--- config.mk ---
export PLATFORM = sky130hd
export DESIGN_NAME = enigma_plugboard_prog
export DESIGN_NICKNAME = d
export VERILOG_FILES = /design/src/rtl/enigma_plugboard_prog.sv
export SDC_FILE = /design/constraint.sdc
export NUM_CORES = 1
export LEC_CHECK = 0
export CAP_MARGIN = 30
export CELL_PAD_IN_SITES_DETAIL_PLACEMENT = 1
export CELL_PAD_IN_SITES_GLOBAL_PLACEMENT = 2
export CORE_UTILIZATION = 35
export CTS_CLUSTER_SIZE = 24
export DETAILED_ROUTE_END_ITERATION = 12
export HOLD_SLACK_MARGIN = 0.06
export PLACE_DENSITY = 0.8
export SLEW_MARGIN = 20
export SYNTH_ARGS = -nofsm -noshare
export SYNTH_HDL_FRONTEND = slang
export SYNTH_SLANG_ARGS = --single-unit
--- constraint.sdc ---
create_clock -name clk -period 12.3 [get_ports clk]
set_clock_uncertainty 0.15 [all_clocks]
set_input_delay 2.46 -clock clk [delete_from_list [all_inputs] [get_ports clk]]
set_output_delay 2.46 -clock clk [all_outputs]
set_load 0.1 [all_outputs]
--- src/rtl/enigma_plugboard_prog.sv ---
// ---------------------------------------------------------------------------
// enigma_plugboard_prog
//
// Programmable Enigma plugboard (Steckerbrett). Holds a reciprocal swap
// table covering the whole alphabet. Plug pairs can be installed at runtime
// through a validated pair-write port. A clear sweep restores the identity
// mapping one entry per cycle. Two independent registered lookup channels
// serve the keyboard/lamp side (forward) and the entry-wheel return path
// (reverse).
//
// Parameters
//   ALPHA      alphabet size (2..64)
//   MAX_PAIRS  maximum simultaneous plug pairs (1..ALPHA/2)
//
// Ports
//   clk, rst        clock (rising edge), asynchronous active-high reset
//   cfg_clear       pulse, starts or restarts the identity-restoring sweep
//   cfg_pair_valid  pair write request for letters cfg_a / cfg_b
//   cfg_ready       pair write is accepted this cycle when requested
//   cfg_done        one-cycle pulse after an accepted pair write
//   cfg_err         qualifies cfg_done: 1 = pair rejected, table unchanged
//   pair_count      number of installed pairs
//   busy            clear sweep in progress
//   fw_*            forward lookup channel (valid/char in, valid/char out)
//   rev_*           reverse lookup channel (valid/char in, valid/char out)
// ---------------------------------------------------------------------------
module enigma_plugboard_prog #(
    parameter  int ALPHA     = 26,
    parameter  int MAX_PAIRS = 13,
    localparam int W         = $clog2(ALPHA),
    localparam int CW        = $clog2(MAX_PAIRS + 1)
) (
    input  logic          clk,
    input  logic          rst,

    input  logic          cfg_clear,
    input  logic          cfg_pair_valid,
    input  logic [W-1:0]  cfg_a,
    input  logic [W-1:0]  cfg_b,
    output logic          cfg_ready,
    output logic          cfg_done,
    output logic          cfg_err,
    output logic [CW-1:0] pair_count,
    output logic          busy,

    input  logic          fw_valid_in,
    input  logic [W-1:0]  fw_char_in,
    output logic          fw_valid_out,
    output logic [W-1:0]  fw_char_out,

    input  logic          rev_valid_in,
    input  logic [W-1:0]  rev_char_in,
    output logic          rev_valid_out,
    output logic [W-1:0]  rev_char_out
);

    typedef enum logic {
        IDLE  = 1'b0,
        CLEAR = 1'b1
    } state_t;

    state_t         state;
    state_t         next_state;
    logic [W-1:0]   idx;
    logic [W-1:0]   next_idx;

    // Swap table; always an involution, map[map[x]] == x.
    logic [W-1:0]   map [ALPHA];

    logic           sweep_we;
    logic           enter_clear;

    logic           a_ok;
    logic           b_ok;
    logic [W-1:0]   map_a;
    logic [W-1:0]   map_b;
    logic           pair_accept;
    logic           pair_err;
    logic           pair_install;

    logic           fw_accept;
    logic           rev_accept;
    logic [W-1:0]   fw_result;
    logic [W-1:0]   rev_result;

    // The code width can hold values beyond the alphabet when ALPHA is not
    // a power of two; such codes never index the table.
    function automatic logic in_range(input logic [W-1:0] c);
        return (32'(c) < ALPHA);
    endfunction

    // FSM state and sweep index register.
    always_ff @(posedge clk or posedge rst) begin
        if (rst) begin
            state <= IDLE;
            idx   <= '0;
        end else begin
            state <= next_state;
            idx   <= next_idx;
        end
    end

    // Next-state logic. A clear request during the sweep restarts it from
    // entry 0; the sweep leaves CLEAR right after writing the last entry.
    always_comb begin
        next_state  = state;
        next_idx    = idx;
        sweep_we    = 1'b0;
        enter_clear = 1'b0;
        case (state)
            IDLE: begin
                if (cfg_clear) begin
                    next_state  = CLEAR;
                    next_idx    = '0;
                    enter_clear = 1'b1;
                end
            end
            CLEAR: begin
                sweep_we = 1'b1;
                if (cfg_clear) begin
                    next_idx    = '0;
                    enter_clear = 1'b1;
                end else if (idx == W'(ALPHA - 1)) begin
                    next_state = IDLE;
                    next_idx   = '0;
                end else begin
                    next_idx = idx + W'(1);
                end
            end
            default: begin
                next_state = IDLE;
                next_idx   = '0;
            end
        endcase
    end

    assign busy      = (state == CLEAR);
    assign cfg_ready = (state == IDLE) && !cfg_clear;

    // Pair validation. Out-of-range letters are muxed away from the table
    // read so the comparison never depends on a nonexistent entry.
    assign a_ok  = in_range(cfg_a);
    assign b_ok  = in_range(cfg_b);
    assign map_a = a_ok ? map[cfg_a] : cfg_a;
    assign map_b = b_ok ? map[cfg_b] : cfg_b;

    assign pair_accept  = cfg_pair_valid && cfg_ready;
    assign pair_err     = !a_ok || !b_ok
                        || (cfg_a == cfg_b)
                        || (map_a != cfg_a)
                        || (map_b != cfg_b)
                        || (pair_count == CW'(MAX_PAIRS));
    assign pair_install = pair_accept && !pair_err;

    // Swap table. Reset loads identity directly so no sweep is needed after
    // reset. Sweep and install never coincide because installs need IDLE.
    always_ff @(posedge clk or posedge rst) begin
        if (rst) begin
            for (int i = 0; i < ALPHA; i++) begin
                map[i] <= W'(i);
            end
        end else if (sweep_we) begin
            map[idx] <= idx;
        end else if (pair_install) begin
            map[cfg_a] <= cfg_b;
            map[cfg_b] <= cfg_a;
        end
    end

    // Installed pair counter, zeroed whenever a sweep (re)starts.
    always_ff @(posedge clk or posedge rst) begin
        if (rst) begin
            pair_count <= '0;
        end else if (enter_clear) begin
            pair_count <= '0;
        end else if (pair_install) begin
            pair_count <= pair_count + CW'(1);
        end
    end

    // Pair write status, reported the cycle after acceptance.
    always_ff @(posedge clk or posedge rst) begin
        if (rst) begin
            cfg_done <= 1'b0;
            cfg_err  <= 1'b0;
        end else begin
            cfg_done <= pair_accept;
            cfg_err  <= pair_accept && pair_err;
        end
    end

    // Lookup datapath. Reads use the table as it stands before this edge,
    // so a lookup alongside an install sees the old mapping. Codes outside
    // the alphabet pass through unchanged.
    assign fw_accept  = fw_valid_in  && (state == IDLE);
    assign rev_accept = rev_valid_in && (state == IDLE);
    assign fw_result  = in_range(fw_char_in)  ? map[fw_char_in]  : fw_char_in;
    assign rev_result = in_range(rev_char_in) ? map[rev_char_in] : rev_char_in;

    // Forward channel output register; the character holds when idle.
    always_ff @(posedge clk or posedge rst) begin
        if (rst) begin
            fw_valid_out <= 1'b0;
            fw_char_out  <= '0;
        end else begin
            fw_valid_out <= fw_accept;
            if (fw_accept) begin
                fw_char_out <= fw_result;
            end
        end
    end

    // Reverse channel output register, identical to the forward channel.
    always_ff @(posedge clk or posedge rst) begin
        if (rst) begin
            rev_valid_out <= 1'b0;
            rev_char_out  <= '0;
        end else begin
            rev_valid_out <= rev_accept;
            if (rev_accept) begin
                rev_char_out <= rev_result;
            end
        end
    end

endmodule

Word level (Yosys, flattened, before mapping)
Cells that the tools add are included.

operators by class
  $add $sub $neg = 2
  $mul = 0
  div/mod/pow operators = 0
  order comparisons = 12
  equal/unequal tests = 6
  shifts and indexed selects = 0
  mux-type cells = 38
  bitwise logic cells = 6
  reductions and logical operators = 20

operators with widths
  kind                 count
  $bwmux 130           3
  $mux 130             2
  $bmux 5 s5           4
  $mux 5               18
  $demux 5 s5          3
  $ge 6x6->1 const B   5
  $not 5->6            5
  $lt 5x5->1 const B   4
  $lt 6x1->1 const B   3
  $ne 5x5->1           2
  $pmux 5 s2           1
  $logic_and 1x1->1    9
  $mux 4               2
  $add 5x1->5 const B  1
  $eq 5x5->1           1
  $eq 5x5->1 const B   1
  $logic_or 1x1->1     5
  $add 4x1->4 const B  1
  $eq 4x4->1 const B   1
  $logic_not 1->1      4
  $mux 1               4
  $reduce_bool 2->1    2
  $ne 2x2->1 const B   1
  $pmux 1 s2           1
  $not 1->1            1

storage, ports and cells
  register bits after elaboration = 154
  latch bits = 0
  bits in writable memories = 0
  ROM bits = 0
  word-level logic and storage cells = 119
  memories kept = 0

Longest topological paths before layout
Gate-level depths: netlist (run 1).

  depth after elaboration = 13
  mapped depth = 14
  gate-level depth less buffers = 11

Worst setup path before layout (run 1)
OpenSTA, ideal clock, no wires.

  kind = input to output
  start point = input port cfg_clear
  end point = output port cfg_ready
  data arrival time = 3.742 ns
  setup slack = 5.948 ns
  stages on the path = 1
  path buffers = 0
  cell sequence = nor2_1

on the way
  longest elaborated chain between the ends = 2

RTL lines
  item               RTL line  RTL
  start, declared    36        input logic cfg_clear,
  $logic_not 1->1    138       assign cfg_ready = (state == IDLE) && !cfg_clear;
  $logic_and 1x1->1  138
  end, declared      40        output logic cfg_ready,

No other way between the ends.

Worst setup path in the final report (run 1)
  start point = input port cfg_a[0]
  end point = register map[60] (netlist bit)

on the way
  longest elaborated chain between the ends = 12
  elaborated cells on any way between the ends = 26
  those cells by class = 3 x order compare; 2 x eq/ne; 10 x mux; 1 x bitwise; 10 x reduce/logical

RTL lines
  item                                       RTL line  RTL
  start, declared                            38        input logic [W-1:0] cfg_a,
  $not 5->6 (implied by the code)            144, 165
  $bmux 5 s5                                 144       assign map_a = a_ok ? map[cfg_a] : cfg_a;
  $mux 5 (implied by the code) (2 in a row)  144
  $mux 5                                     144
  $ne 5x5->1                                 150       || (map_a != cfg_a)
  $logic_or 1x1->1                           150
  $logic_or 1x1->1                           151       || (map_b != cfg_b)
  $logic_or 1x1->1                           152       || (pair_count == CW'(MAX_PAIRS));
  $logic_not 1->1                            153       assign pair_install = pair_accept && !pair_err;
  $logic_and 1x1->1                          153
  $reduce_bool 2->1 (no source line)         --
  end signal, assigned by index              160       map[i] <= W'(i);
  end signal, assigned by index              163       map[idx] <= idx;
  end signal, assigned by index              165       map[cfg_a] <= cfg_b;
  end, declared                              68        logic [W-1:0] map [ALPHA];

Parallel ways exist; a longest one is shown, timed or not. The select of a mux whose other input is x is not followed.
A chain may end at the register's enable or synchronous reset.

==> results, run 1 <==
- The weighted congestion at the end of routability-driven global placement is 1.05.
- The number of antenna violations at the first check in global routing is 1.
- The count of buffers added on input and output ports is 45.
- The power density of the placed cells is 107 nW/um^2.
- The number of pins with negative max-slew slack in the final report is 0.
- The total wire length after detailed routing is 68.2 mm.
- The number of nets in the finished design is 1473.
- The most common cell in the synthesized netlist is nor2_1.
- For this run, design rule violations remaining after detail routing come to 0.
- The compound-cell area share of the yosys netlist is 23.2%.
- STA classifies the critical path startpoint as a primary input.
- Hold timing on the final database bottoms out at a slack of 0.327 ns.
- The final total power is 1.57 mW.
- The total number of clock tree sinks is 154.
- The share of cells above drive strength 1 is 18.4%.
- The starting DRC count in detailed routing is 1903.
- Setup repair after global routing left no endpoint under its margin.
- The largest family of logic cells by synthesized area is multiplexers.
- In this run, synthesis produced a sequential element count of 154.
- The die covers 38800 um^2.
- Once the floorplan was initialized, standard cells occupied 35.4% of the core.
- The adder and majority cell fraction of the synthesized area is 0.564%.
- The average instance area after synthesis is 9.03 um^2.
- The critical setup path kind is in -> reg.
- The number of post-CTS setup repair buffers is 0.
- The maximum fanout count along the critical path is 48.
- The cell type with the largest total area after synthesis is dfrtp_1.
- Derived from the worst setup path, the maximum achievable clock frequency is 138 MHz.
- The final worst-path cycle share is 58.9%.
- The routed design could run at a clock period as short as 7.25 ns.
- Relative to the synthesized area, the layout overhead comes to 10.7%.
- The number of nets with antenna violations after routing is 0.
- Yosys mapped a number of flops with a built-in enable equal to 0.
- The via density per instance is 7.11.
- In this run the number of H-tree levels came out at 4.
- For this design, the CTS-stage hold fixing added 0 buffers.
- The number of distinct library cells after synthesis is 78.
- The xor and xnor fraction of the mapped netlist area is 0.526%.
- Of the post-synthesis cell area, the dominant cell type holds 18.2%.
- The floorplan row count is 71.
- Summed over all layers, the global routing overflow is 0.
- The cell area after technology mapping is 13300 um^2.
- Entering global routing, the biggest net connects 83 pins.
- Before antenna repair, the detailed router went through 6 iterations.
- The count of fill cells added during filler insertion is 4343.
- The number of placed instances, taps included is 1932.
- The type of the worst min-delay path is reg -> reg.
- For this run, the number of standard cells in the final layout without fillers is 1965.
- The cell count of the worst reg-to-reg path is 10.
- The relative slew slack is 30.9%.
- Clock latency on the worst-skew pair, taken at its later pin, is 0.47 ns.
- The flip-flop cell with the highest count after synthesis is dfrtp_1.
- The flow ran to the end, and the final reports show no timing, DRC or antenna violations.
- The first global-routing pass estimated 99.6 mm of wire.
- The worst hold path terminates at rev_char_out[4].
- The yosys synthesis warning count is 0.
- The final route contains 13978 vias.
- The proportion of synthesized flip-flops having asynchronous set or reset is 100%.
- 0 antenna diodes ended up in the layout.
- For this design the static power due to leakage is 5.24 nW.
- The actual slew at the worst max-slew pin is 1.03 ns.
- Across the VDD grid, the largest voltage drop is 0.108 mV.
- The reg-to-reg setup timing slack is 7.99 ns.
- The clock passes through at most 2 buffers.
- The worst path arrival time is 7.50 ns.
- TritonCTS created 17 clock buffers.
- Pin placement for this block handled 46 I/O pins.
- Counting instances in the post-synthesis netlist gives the leading cell types as nor2_1, nand2_1, mux2i_1.
- The synthesized netlist devotes 15.5% of its cell area to simple gates.
- Detailed placement ended at an HPWL of 47.3 mm.
- The floorplan step set the die height to 197 um.
- The required time at the endpoint of the critical path is 12.55 ns.
- The sequential-to-total area share from yosys stat is 29.5%.
- The startpoint identified for the worst hold timing path is rev_char_out[4].
- The number of endpoints with negative hold slack in the final report came to 0.
- The region available for standard cell placement spans 37600 um^2.
- The worst register-to-register path ends at map[60].
- The number of cells upsized or downsized after cts is 0.
- STA classifies the critical path endpoint as a flip-flop.
- CTS placed an instance of clkbuf_16 at the clock tree root.
- The worst hold path passes through 2 cells.
- The post-CTS clock slew at the launch and capture registers of the worst setup and hold paths is 0.07 ns.
- Synthesis produced a netlist with a net count of 1506.
- In the final timing run, aggregate negative setup slack is 0 ns.
- The detail-routed net length per standard cell is 34.7 um.
- The reg-to-reg critical path startpoint is map[125].
- By area the synthesized netlist is led by dfrtp_1, mux4_2, dfstp_2, mux2i_1, a22oi_1.
- The total track usage is 35.8%.
- Across the run, the number of max-cap violations was 0.
- Measured against the total synthesized area, the mux share comes to 25.7%.
- The floorplan die width is 197 um.
- The TritonCTS clock tree is done.
- The number of global-route vias before repair was 13734.
- The final count of negative-setup-slack endpoints is 0.
- In the synthesized netlist, the number of instances is 1474.
[kinds of logic (layout without fill, tap and decap cells)]
family	Yosys count	count (layout)
xor+xnor	8	8
fa+ha+maj	6	6
mux	240	240
buf+inv	161	141
simple gates	441	441
flops	154	154
compound gates	464	464
[power breakdown]
group	switching [mW]	internal, mW	total, mW
sequential	0.0873	0.556	0.643
clock	0.244	0.289	0.533
combinational	0.241	0.153	0.394
[worst max-delay path by stage]
stage | from | end | depth (start not counted)
after floorplan | rst | busy | 1
after global placement | cfg_a[0] | map[60] | 12
after detailed placement | cfg_a[0] | map[60] | 12
after CTS | cfg_a[0] | map[60] | 12
after global routing | cfg_a[0] | map[60] | 12
final | cfg_a[0] | map[60] | 12
[critical path, cell delays in order]
cell	delay, ns
buf_4	0.53
buf_4	0.69
nand2b_1	0.67
a2111oi_0	0.15
a2111oi_0	0.45
a221oi_2	0.16
xnor2_1	0.19
o31ai_4	0.36
nand3_4	0.52
buf_4	0.50
a21oi_1	0.32
mux2_2	0.36
[flip-flops by register name, summed over array words and instances (netlist names)]
| signal | flops |
|---|---|
| rev_valid_out | 1 |
| cfg_done | 1 |
| pair_count | 4 |
| fw_char_out | 5 |
| busy | 1 |
| idx | 5 |
| map | 130 |
| cfg_err | 1 |
| rev_char_out | 5 |
| fw_valid_out | 1 |
[metrics by stage]
step | instance area [um^2] | setup WS (ns) | util, %
floorplan | 13300 | 5.63 | -
global placement | 14000 | 4.89 | 37.3
detailed placement | 14200 | 4.74 | 37.7
CTS | 14700 | 5.21 | 39.2
global route | 14700 | 4.90 | 39.2
finish | 14700 | 5.05 | 39.2
[layout make-up]
type | instances | area (um^2) | share of cell area [%]
inverter | 29 | 114 | 0.773
tap | 511 | 639 | 4.34
timing repair buffer | 80 | 766 | 5.20
sequential | 154 | 3930 | 26.7
clock buffer | 22 | 464 | 3.15
multi-input combinational | 1159 | 8730 | 59.2
clock inverter | 10 | 93.8 | 0.637
[per-layer routing]
metal	vias up	global-route usage, %	share of wire [%]
met3	242	9.65	12
met5	-	0	0.028
met4	2	19.0	5.9
met2	1024	53.5	44
met1	7135	47.1	39
li1	5575	-	-
[placed cells by master, fill, tap and decap left out, types with 53 or more instances in the layout]
cell	count
mux2i_1	124
a22oi_1	84
dfstp_2	57
o21ai_0	123
mux4_2	78
nand2_1	125
dfrtp_1	96
nor2_1	139
nand3_1	53
a21oi_1	66
(Power assumes the default switching activity.)
==> run 2, diff against run 1 <==
--- a/config.mk
+++ b/config.mk
@@ -12,7 +12,7 @@
 export CTS_CLUSTER_SIZE = 24
 export DETAILED_ROUTE_END_ITERATION = 12
 export HOLD_SLACK_MARGIN = 0.06
-export PLACE_DENSITY = 0.8
+export PLACE_DENSITY = 0.83
 export SLEW_MARGIN = 20
 export SYNTH_ARGS = -nofsm -noshare
 export SYNTH_HDL_FRONTEND = slang
==> constraint.sdc (replaced) <==
create_clock -name clk -period 6.3 [get_ports clk]
set_clock_uncertainty 0.15 [all_clocks]
set_input_delay 1.26 -clock clk [delete_from_list [all_inputs] [get_ports clk]]
set_output_delay 1.26 -clock clk [all_outputs]
set_load 0.1 [all_outputs]
==> run 2 against run 1 <==
  * Cell count is 1.3% higher
  * Power is 100% higher
  * Largest power group unchanged
  * Combinational power is 100% higher
  * Routed wire length is 1.0% higher
  * Register-to-register slack worse by 6.0 ns
==> results, run 2 (synthesis gave the netlist of run 1 again) <==
- The flow ran to the end, and the final reports show no timing, DRC or antenna violations.
- The number of ports placed on the die boundary is 46 (unchanged).
- The number of nets in the finished design is 1498 (+1.7%).
- The initial standard-cell utilization of the core is 35.4% (unchanged).
- The clock tree buffer depth came to 2 (unchanged).
- The reg-to-reg setup timing slack is 2.00 ns (-5.99 ns).
- The actual slew at the worst max-slew pin was 0.995 ns (-0.0381 ns).
- The count of H-tree levels built during CTS is 4 (unchanged).
- The reg-to-reg critical path startpoint is map[115].
- The power density of the placed cells is 212 nW/um^2 (+99%).
- The number of nets with antenna violations after routing is 0 (unchanged).
- The area enclosed by the die boundary was 38800 um^2 (unchanged).
- The least setup slack across all paths after layout is 1.05 ns (-4.01 ns).
- Compared with the post-synthesis result, the final layout area differs by 12.0%.
- The total via count after detailed routing is 13997 (+0.14%).
- The clock latency reported for the late side of the worst-skew pair came to 0.49 ns (+0.02 ns).
- Leaving out fill and tap cells, the most frequent cells in the layout are nor2_1, nand2_1, mux2i_1.
- For the finished layout, the period the worst path requires is 5.25 ns.
- The core footprint is 37600 um^2 (unchanged).
- The worst path arrival time was 5.42 ns (-2.08 ns).
- The leakage dissipation came to 5.36 nW (+2.4%).
- The number of endpoints with negative hold slack in the final report is 0 (unchanged).
- The number of maximum-capacitance violations came to 0 (unchanged).
- The die boundary height is 197 um (unchanged).
- The final count of negative-setup-slack endpoints is 0 (unchanged).
- The number of search-and-repair iterations in the first detailed-routing pass is 5 (-1).
- The switching power of the nets is 1.15 mW (+100%).
- The fraction of power spent switching nets is 36.6% (+0.14 points).
- The final worst-path cycle share is 83.3%.
- The sequential cell fraction of total power is 40.2% (-0.8 points).
- The number of pins with negative max-slew slack in the final report was 0 (unchanged).
- The worst slack at placement is 0.941 ns (-3.80 ns).
- The sort of element at the start of the critical path is a primary input.
- The final-layout setup total negative slack was 0 ns (unchanged).
- The upper clock frequency limit is 190 MHz.
- The placement-stage cell area is 14300 um^2 (+0.77%).
- The floorplan row count is 71 (unchanged).
- The total overflow reported by the global router came to 0 (unchanged).
- The number of antenna violations at the first check in global routing is 3 (+2).
- The number of global-route vias before repair is 13718 (-0.12%).
- The maximum fanout count along the critical path is 28 (-42%).
- The starting DRC count in detailed routing is 1959 (+2.9%).
- The relative contribution of the clock network to total power is 34.9% (+1.0 points).
- The number of hold buffers added after cts is 0 (unchanged).
- The capturing element of the worst setup path is map[84].
- The total wire length after detailed routing is 69.0 mm (+1.0%).
- The share of cells above drive strength 1 came to 19.9% (+1.6 points).
- The largest net degree at the start of global routing came to 89 (+7.2%).
- The required time at the endpoint of the critical path is 6.47 ns (-6.08 ns).
- The flip-flop count of the largest register, all copies and words added is 130 (unchanged).
- The type of the worst min-delay path is reg -> reg.
- In this run the worst setup path begins at cfg_b[1].
- The TritonCTS buffer count is 17 (unchanged).
- The detail-routed net length per standard cell is 34.6 um (-0.24%).
- The endpoint identified for the worst register-to-register timing path is map[84].
- The number of post-CTS setup repair buffers came to 0 (unchanged).
- By startpoint and endpoint, the worst setup path is classified as in -> reg.
- The weighted congestion at the end of routability-driven global placement is 1.08 (+2.9%).
- STA classifies the critical path endpoint as a flip-flop.
- The cell count of the worst reg-to-reg path is 10 (unchanged).
- The total track usage is 35.6% (-0.16 points).
- TritonCTS built the clock tree.
- The final standard cell area without fillers is 14900 um^2 (+1.2%).
- map holds more flip-flops than any other register.
- The wire length of the first global-routing pass is 98.7 mm (-0.92%).
- The total half-perimeter wirelength after legalization and detailed placement came to 50.4 mm (+6.4%).
- The count of fill cells added during filler insertion is 4309 (-0.78%).
- The cell internal power dissipation is 2.00 mW (+100%).
- The number of cells upsized or downsized after cts is 0 (unchanged).
- Leaving out fill and tap cells, the most frequent cell in the layout is nor2_1.
- The number of antenna diodes is 0 (unchanged).
- The proportion of power drawn by combinational gates is 25.0% (about the same).
- The number of DRC violations after detailed routing is 0 (unchanged).
- The via density per instance was 7.03 (-1.1%).
- The post-CTS clock slew at the launch and capture registers of the worst setup and hold paths is 0.07 ns (about the same).
- The relative slew slack was 33.5% (+2.5 points).
- The largest vdd supply drop is 0.195 mV (+81%).
- The total number of clock tree sinks came to 154 (unchanged).
- The final core utilization is 39.7% (+0.46 points).
- The floorplan die width came to 197 um (unchanged).
- The number of port buffers is 45 (unchanged).
- In this run the clock root is driven by a clkbuf_16.
- Setup repair after global routing left no endpoint under its margin.
-- run 2: cell types whose count changed in the layout (fill, tap and decap cells not counted), moves of 2 or more --
cell,change
buf_12,+3
buf_4,+27
clkbuf_1,-3
buf_16,-4
inv_6,+2
-- run 2: stage by stage --
stage	hold WS, ns	total power, mW	std cells
2_1_floorplan	0.304	1.67	1474
3_3_place_gp	0.309	2.01	1955
3_5_place_dp	0.319	2.02	1956
4_1_cts	0.335	3.12	1988
5_1_grt	0.364	3.22	1990
6_report	0.329	3.16	1990
-- run 2: worst min path at each step --
stage	startpoint	endpoint	slack, ns	cells past startpoint
global placement	fw_char_out[3]	fw_char_out[3]	0.31	2
finish	fw_char_out[2]	fw_char_out[2]	0.33	2
detailed placement	fw_char_out[4]	fw_char_out[4]	0.32	2
floorplan	map[39]	map[39]	0.30	2
global route	rev_char_out[1]	rev_char_out[1]	0.36	2
CTS	fw_char_out[2]	fw_char_out[2]	0.34	2
-- run 2: layout make-up --
type	instances	area [um^2]	area share (%)
clock inverter	13	141	0.949
inverter	29	114	0.764
tap	511	639	4.29
multi-input combinational	1159	8730	58.6
sequential	154	3930	26.3
clock buffer	19	453	3.04
timing repair buffer	105	903	6.06
-- run 2: power groups by stage --
stage               clock network (mW)  registers [mW]  logic [mW]
CTS                               1.11            1.25       0.756
global placement                     0            1.27       0.745
detailed placement                   0            1.27       0.753
finish                            1.10            1.27       0.788
floorplan                            0            1.17       0.499
global route                      1.14            1.27       0.814
-- run 2: critical path: stages --
cell and delay [ns]:
buf_4 0.37, buf_4 0.53, mux4_2 0.60, a221oi_1 0.76, mux2i_1 0.35, nor3_2 0.34
and3_2 0.48, buf_4 0.33, mux2i_1 0.22, o21ai_0 0.13
-- run 2: routing by layer --
metal	vias up	part of all wire (%)	global-route usage, %
li1	5634	-	-
met1	7098	40	46.7
met2	1033	42	52.2
met3	224	11	9.54
met4	8	6.5	21.6
met5	-	0.15	1.28
